**src/rtl/mips_pkg.sv**
```systemverilog
// Shared definitions for the MIPS pipeline M/W stages.
package mips_pkg;

    typedef enum logic [1:0] {
        IDLE = 2'd0,
        BUSY = 2'd1,
        DONE = 2'd2
    } memState_t;

    localparam logic [31:0] BUS_ERR_DATA = 32'h0;
    localparam logic [1:0]  ALIGN_MASK   = 2'b11;

    function automatic logic isWordAligned(input logic [31:0] addr);
        return (addr[1:0] & ALIGN_MASK) == 2'b00;
    endfunction

endpackage

```
**src/rtl/mux2x1.sv**
```systemverilog
// Generic 2:1 multiplexer, sel=1 picks d1.
module mux2x1 #(
    parameter int W = 32
) (
    input  logic [W-1:0] d0,
    input  logic [W-1:0] d1,
    input  logic         sel,
    output logic [W-1:0] y
);
    assign y = sel ? d1 : d0;
endmodule

```
**src/rtl/mem_wb_stage.sv**
```systemverilog
// M-stage data-memory access over a req/ack handshake with timeout, plus the
// MEM/WB register. StallM holds the upstream pipeline while the access runs.
module mem_wb_stage
    import mips_pkg::*;
#(
    parameter int TIMEOUT_CYCLES = 16,
    parameter int CNT_W          = 5
) (
    input  logic        clk,
    input  logic        rst,
    input  logic        RegWriteM,
    input  logic        MemtoRegM,
    input  logic        MemWriteM,
    input  logic [31:0] ALUOutM,
    input  logic [31:0] WriteDataM,
    input  logic [4:0]  WriteRegM,
    output logic        dmem_req,
    output logic        dmem_we,
    output logic [31:0] dmem_addr,
    output logic [31:0] dmem_wdata,
    input  logic [31:0] dmem_rdata,
    input  logic        dmem_ack,
    output logic        StallM,
    output logic        RegWriteW,
    output logic [4:0]  WriteRegW,
    output logic [31:0] ResultW,
    output logic        AlignErr,
    output logic        BusErr
);

    memState_t        state, stateNext;
    logic [CNT_W-1:0] cnt;
    logic             lRegWrite, lMemtoReg;
    logic [4:0]       lWriteReg;
    logic [31:0]      lAluOut, rdataCap, doneResult;
    logic             memOp, aligned, timeout;

    assign memOp   = MemtoRegM | MemWriteM;
    assign aligned = isWordAligned(ALUOutM);
    assign timeout = (cnt == CNT_W'(TIMEOUT_CYCLES - 1));

    always_comb begin
        stateNext = state;
        StallM    = 1'b0;
        case (state)
            IDLE: if (memOp && aligned) begin
                StallM    = 1'b1;
                stateNext = BUSY;
            end
            BUSY: begin
                StallM = 1'b1;
                if (dmem_ack || timeout) stateNext = DONE;
            end
            DONE:    stateNext = IDLE;
            default: stateNext = IDLE;
        endcase
    end

    mux2x1 #(.W(32)) u_resMux (
        .d0 (lAluOut),
        .d1 (rdataCap),
        .sel(lMemtoReg),
        .y  (doneResult)
    );

    always_ff @(posedge clk or posedge rst) begin
        if (rst) begin
            state      <= IDLE;
            cnt        <= '0;
            dmem_req   <= 1'b0;
            dmem_we    <= 1'b0;
            dmem_addr  <= '0;
            dmem_wdata <= '0;
            lRegWrite  <= 1'b0;
            lMemtoReg  <= 1'b0;
            lWriteReg  <= '0;
            lAluOut    <= '0;
            rdataCap   <= '0;
            RegWriteW  <= 1'b0;
            WriteRegW  <= '0;
            ResultW    <= '0;
            AlignErr   <= 1'b0;
            BusErr     <= 1'b0;
        end else begin
            state <= stateNext;
            case (state)
                IDLE: begin
                    if (!memOp) begin
                        RegWriteW <= RegWriteM;
                        WriteRegW <= WriteRegM;
                        ResultW   <= ALUOutM;
                    end else if (!aligned) begin
                        // Misaligned access is squashed without touching the bus
                        AlignErr  <= 1'b1;
                        RegWriteW <= 1'b0;
                    end else begin
                        dmem_addr  <= ALUOutM;
                        dmem_wdata <= WriteDataM;
                        dmem_we    <= MemWriteM & ~MemtoRegM;
                        dmem_req   <= 1'b1;
                        cnt        <= '0;
                        lRegWrite  <= RegWriteM;
                        lMemtoReg  <= MemtoRegM;
                        lWriteReg  <= WriteRegM;
                        lAluOut    <= ALUOutM;
                        RegWriteW  <= 1'b0;
                    end
                end
                BUSY: begin
                    RegWriteW <= 1'b0;
                    cnt       <= cnt + CNT_W'(1);
                    if (dmem_ack) begin
                        rdataCap <= dmem_rdata;
                        dmem_req <= 1'b0;
                    end else if (timeout) begin
                        // Abandon the access: no write-back, known data
                        rdataCap  <= BUS_ERR_DATA;
                        lRegWrite <= 1'b0;
                        dmem_req  <= 1'b0;
                        BusErr    <= 1'b1;
                    end
                end
                DONE: begin
                    RegWriteW <= lRegWrite;
                    WriteRegW <= lWriteReg;
                    ResultW   <= doneResult;
                end
                default: ;
            endcase
        end
    end

endmodule
```
**config.mk**
```make
export PLATFORM = sky130hd
export DESIGN_NAME = mem_wb_stage
export DESIGN_NICKNAME = d
export VERILOG_FILES = /design/src/rtl/mips_pkg.sv /design/src/rtl/mux2x1.sv /design/src/rtl/mem_wb_stage.sv
export SDC_FILE = /design/constraint.sdc
export NUM_CORES = 1
export LEC_CHECK = 0
export BUFFER_PORTS_ARGS = -buffer_cell sky130_fd_sc_hd__buf_2
export CAP_MARGIN = 10
export CORE_MARGIN = 8
export CORE_UTILIZATION = 46
export DETAILED_ROUTE_END_ITERATION = 8
export PLACE_DENSITY = 0.74
export SYNTH_ARGS = -nofsm -noshare
export SYNTH_HDL_FRONTEND = slang
export SYNTH_SLANG_ARGS = --single-unit
export TNS_END_PERCENT = 50
```
**constraint.sdc**
```tcl
create_clock -name clk -period 5.7 [get_ports clk]
set_input_delay 0.855 -clock clk [delete_from_list [all_inputs] [get_ports clk]]
set_output_delay 0.855 -clock clk [all_outputs]
set_load 0.02 [all_outputs]
```
Yosys cells after proc, flatten, opt, wreduce, memory -nomap -nowiden. Index checks and enable logic that the tools add are counted.

Flip-flop bits (word level): 152. Bits in latches: 0. RAM bits: 0. Memory bits (read-only): 0. Input bits: 107. Output and inout port bits: 107. Word-level logic and storage cells: 75. Memories kept: 0.

Add/subtract/negate cells: 1. Multiply operators: 0. Divide/modulo/power cells: 0. $lt $le $gt $ge: 0. Eq/ne operators: 11. Shift operators: 0. Multiplexer cells: 26. Bitwise logic cells: 5. Reductions and logical operators: 17.

Operators by type and width (count): $mux W32 (4); $pmux W32 S2 (1); $pmux W5 S2 (2); $mux W5 (3); $ne A2 B2 Y1 const B (7); $reduce_and A3 Y1 (4); $mux W1 (9); $pmux W1 S2 (3); $reduce_and A2 Y1 (3); $reduce_bool A2 Y1 (3); $add A5 B1 Y5 const B (1); $eq A5 B4 Y1 const B (1); $reduce_and A5 Y1 (1); $logic_not A2 Y1 (2); $mux W2 (2); $pmux W2 S2 (1); $reduce_and A4 Y1 (1); $ne A3 B3 Y1 const B (1); $not A1 Y1 (3); $pmux W1 S3 (1); $reduce_bool A3 Y1 (1); $eq A2 B1 Y1 const B (1); $eq A2 B2 Y1 const B (1); $and A1 B1 Y1 (1); 3 further kinds (3).

Depth between registers and ports, before layout.
Depth after elaboration: 4. Depth in mapped cells: 8. Depth with buffers taken out: 6.

By module. A second synthesis with hierarchy kept.

Cell total of the unflattened synthesis: 632. Area, all modules: 6698.9 um^2.

By module, submodules not included: mem_wb_stage (times used 1, cells each 596, area each 6154.7 um^2, seq. area each 3803.6 um^2); mux2x1 (times used 1, cells each 36, area each 544.3 um^2, seq. area each 0.0 um^2).

Least setup slack after synthesis. Ideal clock, no wire load.

Path kind: in2out. Start point: in MemWriteM. End point: out StallM. Data arrival time: 1529 ps. Data required time: 4845 ps. Setup slack: 3316 ps. Stages: 4. Buffers on the path: 1. Cells stage by stage: or2_1 > nand3_1 > buf_4 > nand2b_1.

Word-level cells in the longest chain between the ends: 4.

RTL lines: from (decl) (line mem_wb_stage.sv:13) `input logic MemWriteM,`; $or A1 B1 Y1 (line mem_wb_stage.sv:38) `assign memOp = MemtoRegM | MemWriteM;`; $logic_and A1 B1 Y1 (line mem_wb_stage.sv:46) `IDLE: if (memOp && aligned) begin`; $mux W1 (line mem_wb_stage.sv:46); $pmux W1 S2 (line mem_wb_stage.sv:45) `case (state)`; to (decl) (line mem_wb_stage.sv:23) `output logic StallM,`.

No other way between the ends.

Worst setup path after layout.
Start point: reg state[1]. End point: out StallM.

Word-level cells in the longest chain between the ends: 2. Elaborated cells on any way between the ends: 3. Classes of those cells: 1 x eq/ne; 1 x mux; 1 x reduce/logical.

RTL lines: from (decl) (line mem_wb_stage.sv:31) `memState_t state, stateNext;`; from (signal assigned) (line mem_wb_stage.sv:85) `state <= stateNext;`; $eq A2 B1 Y1 / $logic_not A2 Y1 (equally long branches) (line mem_wb_stage.sv:45); $pmux W1 S2 (*) (line mem_wb_stage.sv:45).

Mark *: on every way between the ends. The rest lies on a longest branch, timed or not.

==> impl_metrics.csv <==
group,metric,value,unit
setup_path,register_to_register_setup_slack,3.14,ns
detailed_routing,dr_wl_cell,16.9,µm
min_path,hold_crit_class,"flip-flop to flip-flop",
setup_path,worst-endpoint-arrival,2.56,ns
synthesis,mappedNetlistArea,6510,µm²
power,total_leakage_power,4.38,nW
final_layout,final_layout_size_suffix_gt1_share,29.2,%
detailed_routing,drcViolationCount,0,
final_layout,multi_input_comb_area,2490,µm²
final_layout,layout.cells.most_common,"sky130_fd_sc_hd__nand2_1",
floorplan,start_util,46.9,%
detailed_routing,detail_route.first_pass.iterations,7,
detailed_routing,finalWirelength,17.9,mm
power,vdd_drop_max,0.000411,V
clock_network,cts_setup_buffers,0,
clock_network,cts.sink_count,152,
floorplan,die_h,135,µm
power,totalPowerFinal,5.03,mW
synthesis,synth_top_flop_cell,"sky130_fd_sc_hd__dfrtp_1",
placement,port_buffers,213,
synthesis,synthArstFlopShare,100,%
synthesis,synth_enable_flop_cells,0,
detailed_routing,ant_nets,0,
setup_path,startpoint_of_the_most_critical_setup_path,"state[1]",
global_route,grt_antenna_before_repair,1,
setup_path,cp-end-kind,"output port",
min_path,min_delay_endpoint,"BusErr",
final_layout,layout_common_cells,"sky130_fd_sc_hd__nand2_1, sky130_fd_sc_hd__buf_2, sky130_fd_sc_hd__dfrtp_1, sky130_fd_sc_hd__o21ai_0, sky130_fd_sc_hd__mux2i_1",
floorplan,die-area,18200,µm²
setup_path,crit_path_cell_trace,"inv_1, ha_1, nand3_4, nand2b_1, buf_2",
detailed_routing,routed_length_on_met2,8.20,mm
floorplan,total_number_of_placement_rows,43,
clock_network,clock_latency,0.42,ns
timing,final-max-slew-violation-count,0,
final_layout,stdcell_area,8230,µm²
global_route,grt_first_pass_wirelength,28.9,mm
timing,hold_ws,0.466,ns
clock_network,cts_htree_levels,4,
clock_network,cts_buffer_depth,2,
final_layout,postLayoutCoreUtil,59.3,%
setup_path,r2r-start,"state[1]",
synthesis,postSynthNetCount,790,
placement,postPlaceCellArea,7650,µm²
timing,timing.fmax,293,MHz
synthesis,synth.avg_cell_area,9.62,µm²
final_layout,regArea,3800,µm²
detailed_routing,detail_route.iter0.violations,385,
clock_network,cts-root-buf,"sky130_fd_sc_hd__clkbuf_16",
detailed_routing,detailroute.via_count,5452,
detailed_routing,detailed_route_wire_length_on_metal_1,7.97,mm
setup_path,criticalPathCategory,"flip-flop to output port",
timing,final.min_clock_period,3.42,ns
setup_path,crit_slowest_cell,"sky130_fd_sc_hd__nand3_4",
detailed_routing,routed_via_density,5.14,
min_path,worstHoldPathCells,1,
timing,fin_crit_sh,59.9,%
job,timing.max_cap.violations,0,
clock_network,clkSlewWorstSetupHoldPaths,0.06,ns
global_route,total_gr_overflow,0,
final_layout,layout.nets,983,
outcome,status,"completed",
synthesis,synth-seq-area-share,58.4,%
global_route,largest_net_degree_at_the_start_of_global_routing,101,
detailed_routing,wl_met3,1.59,mm
synthesis,netlist_instances,677,
setup_path,slowest_delay,0.76,ns
setup_path,start_kind,"flip-flop",
detailed_routing,maxUsedRoutingLayer,"met5",
clock_network,post_cts_resize_count,0,
synthesis,ys_seq_elements,152,
setup_path,crit_required,4.85,ns
timing,setup_viol,0,
final_layout,areaGrowthSynthToFinish,26.3,%
final_layout,number_of_inserted_filler_cells_in_the_final_layout,1258,
timing,grt_setup_unrepaired,"no",
timing,worst_clock_skew,0.00806,ns
synthesis,ys_warns,0,
timing,fin_tns_setup,0,ns
global_route,grt.total_usage,20.1,%
clock_network,cts_hold_buf,0,
placement,dp.final_hpwl,11.8,mm
setup_path,worst_r2r_endpoint,"cnt[1]",
global_route,via_count_of_the_first_global_routing_pass,5557,
power,power_density,612,nW/µm²
clock_network,cts_tree,"done",
timing,worst_slew_margin_rel,26.1,%
placement,place_congestion,0.770,
floorplan,top_ports,214,
floorplan,die_x,135,µm
final_layout,num_antenna_cells,0,
timing,timing_worst_slew_pin_value,1.11,ns
setup_path,cp_max_fo,75,
floorplan,floorplan.core_area,13900,µm²
synthesis,yosysUniqueCellTypes,36,
min_path,hp-start,"BusErr",
timing,timing_hold_violations_final,0,
setup_path,timing.reg2reg.worst_path_depth,6,
clock_network,number_of_cts_inserted_buffers,17,
## state kept, by name, indices dropped and copies added, names as in the netlist
signal / flops
dmem_req: 1
RegWriteW: 1
dmem_wdata: 32
BusErr: 1
lRegWrite: 1
rdataCap: 32
ResultW: 32
WriteRegW: 5
lWriteReg: 5
AlignErr: 1
dmem_we: 1
state: 2
cnt: 5
lMemtoReg: 1
lAluOut: 32
## metrics by stage
step | setup WS (ns) | instances
6_report | 2.28 | 1061
3_5_place_dp | 2.38 | 1031
2_1_floorplan | 0.752 | 677
5_1_grt | 2.10 | 1061
4_1_cts | 2.26 | 1061
3_3_place_gp | 2.40 | 1031
## how the worst max path moves through the flow
| stage | end | slack [ns] | cells after the start |
|---|---|---|---|
| detailed placement | StallM | 2.38 | 5 |
| floorplan | AlignErr | 0.75 | 1 |
| finish | StallM | 2.28 | 5 |
| global route | StallM | 2.10 | 5 |
| CTS | StallM | 2.26 | 5 |
| global placement | StallM | 2.40 | 5 |
## per-layer routing
metal,global-route usage (%),vias up
li1,-,2627
met1,26.3,2597
met2,30.8,208
met3,6.84,18
met4,6.11,2
met5,0,-
## cell usage after synthesis (2+ instances only)
master / n / share of area (%)
sky130_fd_sc_hd__nor2_1: 3 / 0.17
sky130_fd_sc_hd__nand3_1: 6 / 0.46
sky130_fd_sc_hd__o21ai_0: 56 / 4.3
sky130_fd_sc_hd__nand2_1: 280 / 16
sky130_fd_sc_hd__a22o_1: 32 / 4.3
sky130_fd_sc_hd__inv_1: 6 / 0.35
sky130_fd_sc_hd__buf_2: 23 / 1.8
sky130_fd_sc_hd__and2_1: 3 / 0.29
sky130_fd_sc_hd__ha_1: 6 / 1.2
sky130_fd_sc_hd__buf_4: 10 / 1.2
sky130_fd_sc_hd__and3_1: 2 / 0.19
sky130_fd_sc_hd__or2_1: 2 / 0.19
sky130_fd_sc_hd__clkbuf_1: 9 / 0.52
sky130_fd_sc_hd__nor2b_1: 2 / 0.19
sky130_fd_sc_hd__nand2b_1: 2 / 0.19
sky130_fd_sc_hd__o21ai_1: 26 / 2.0
sky130_fd_sc_hd__dfrtp_1: 152 / 58
sky130_fd_sc_hd__mux2i_1: 39 / 6.0
## kinds of logic (layout without fill, tap and decap cells)
kind of cell,after synthesis,after routing,synth area share [%]
adders and majority gates,6,6,1.15
AOI/OAI and AO/OA,124,124,11.8
DFF,152,152,58.4
and+or+nand+nor,305,305,18.5
muxes,40,40,6.17
buffers and inverters,50,254,4.02
## layout make-up
| class | count | area share [%] |
|---|---|---|
| flip-flops and latches | 152 | 46.2 |
| multi-input cells | 475 | 30.2 |
| repair buffers | 218 | 13.4 |
| clock buffers | 22 | 5.89 |
| well taps | 180 | 2.74 |
| clock inverters | 8 | 1.17 |
| inverters | 6 | 0.335 |
## worst max-delay path, delay by kind of cell, from the launching register on
| family | cells | cell delay [ns] |
|---|---|---|
| simple gates | 2 | 1.04 |
| flops | 1 | 0.40 |
| fa+ha+maj | 1 | 0.37 |
| buf+inv | 2 | 0.31 |
## report_power, final
| group | switching, mW | internal [mW] |
|---|---|---|
| Clock | 0.424 | 0.684 |
| Combinational | 1.25 | 0.734 |
| Sequential | 0.359 | 1.58 |
| Total | 2.04 | 3.00 |
(Power assumes the default switching activity.)
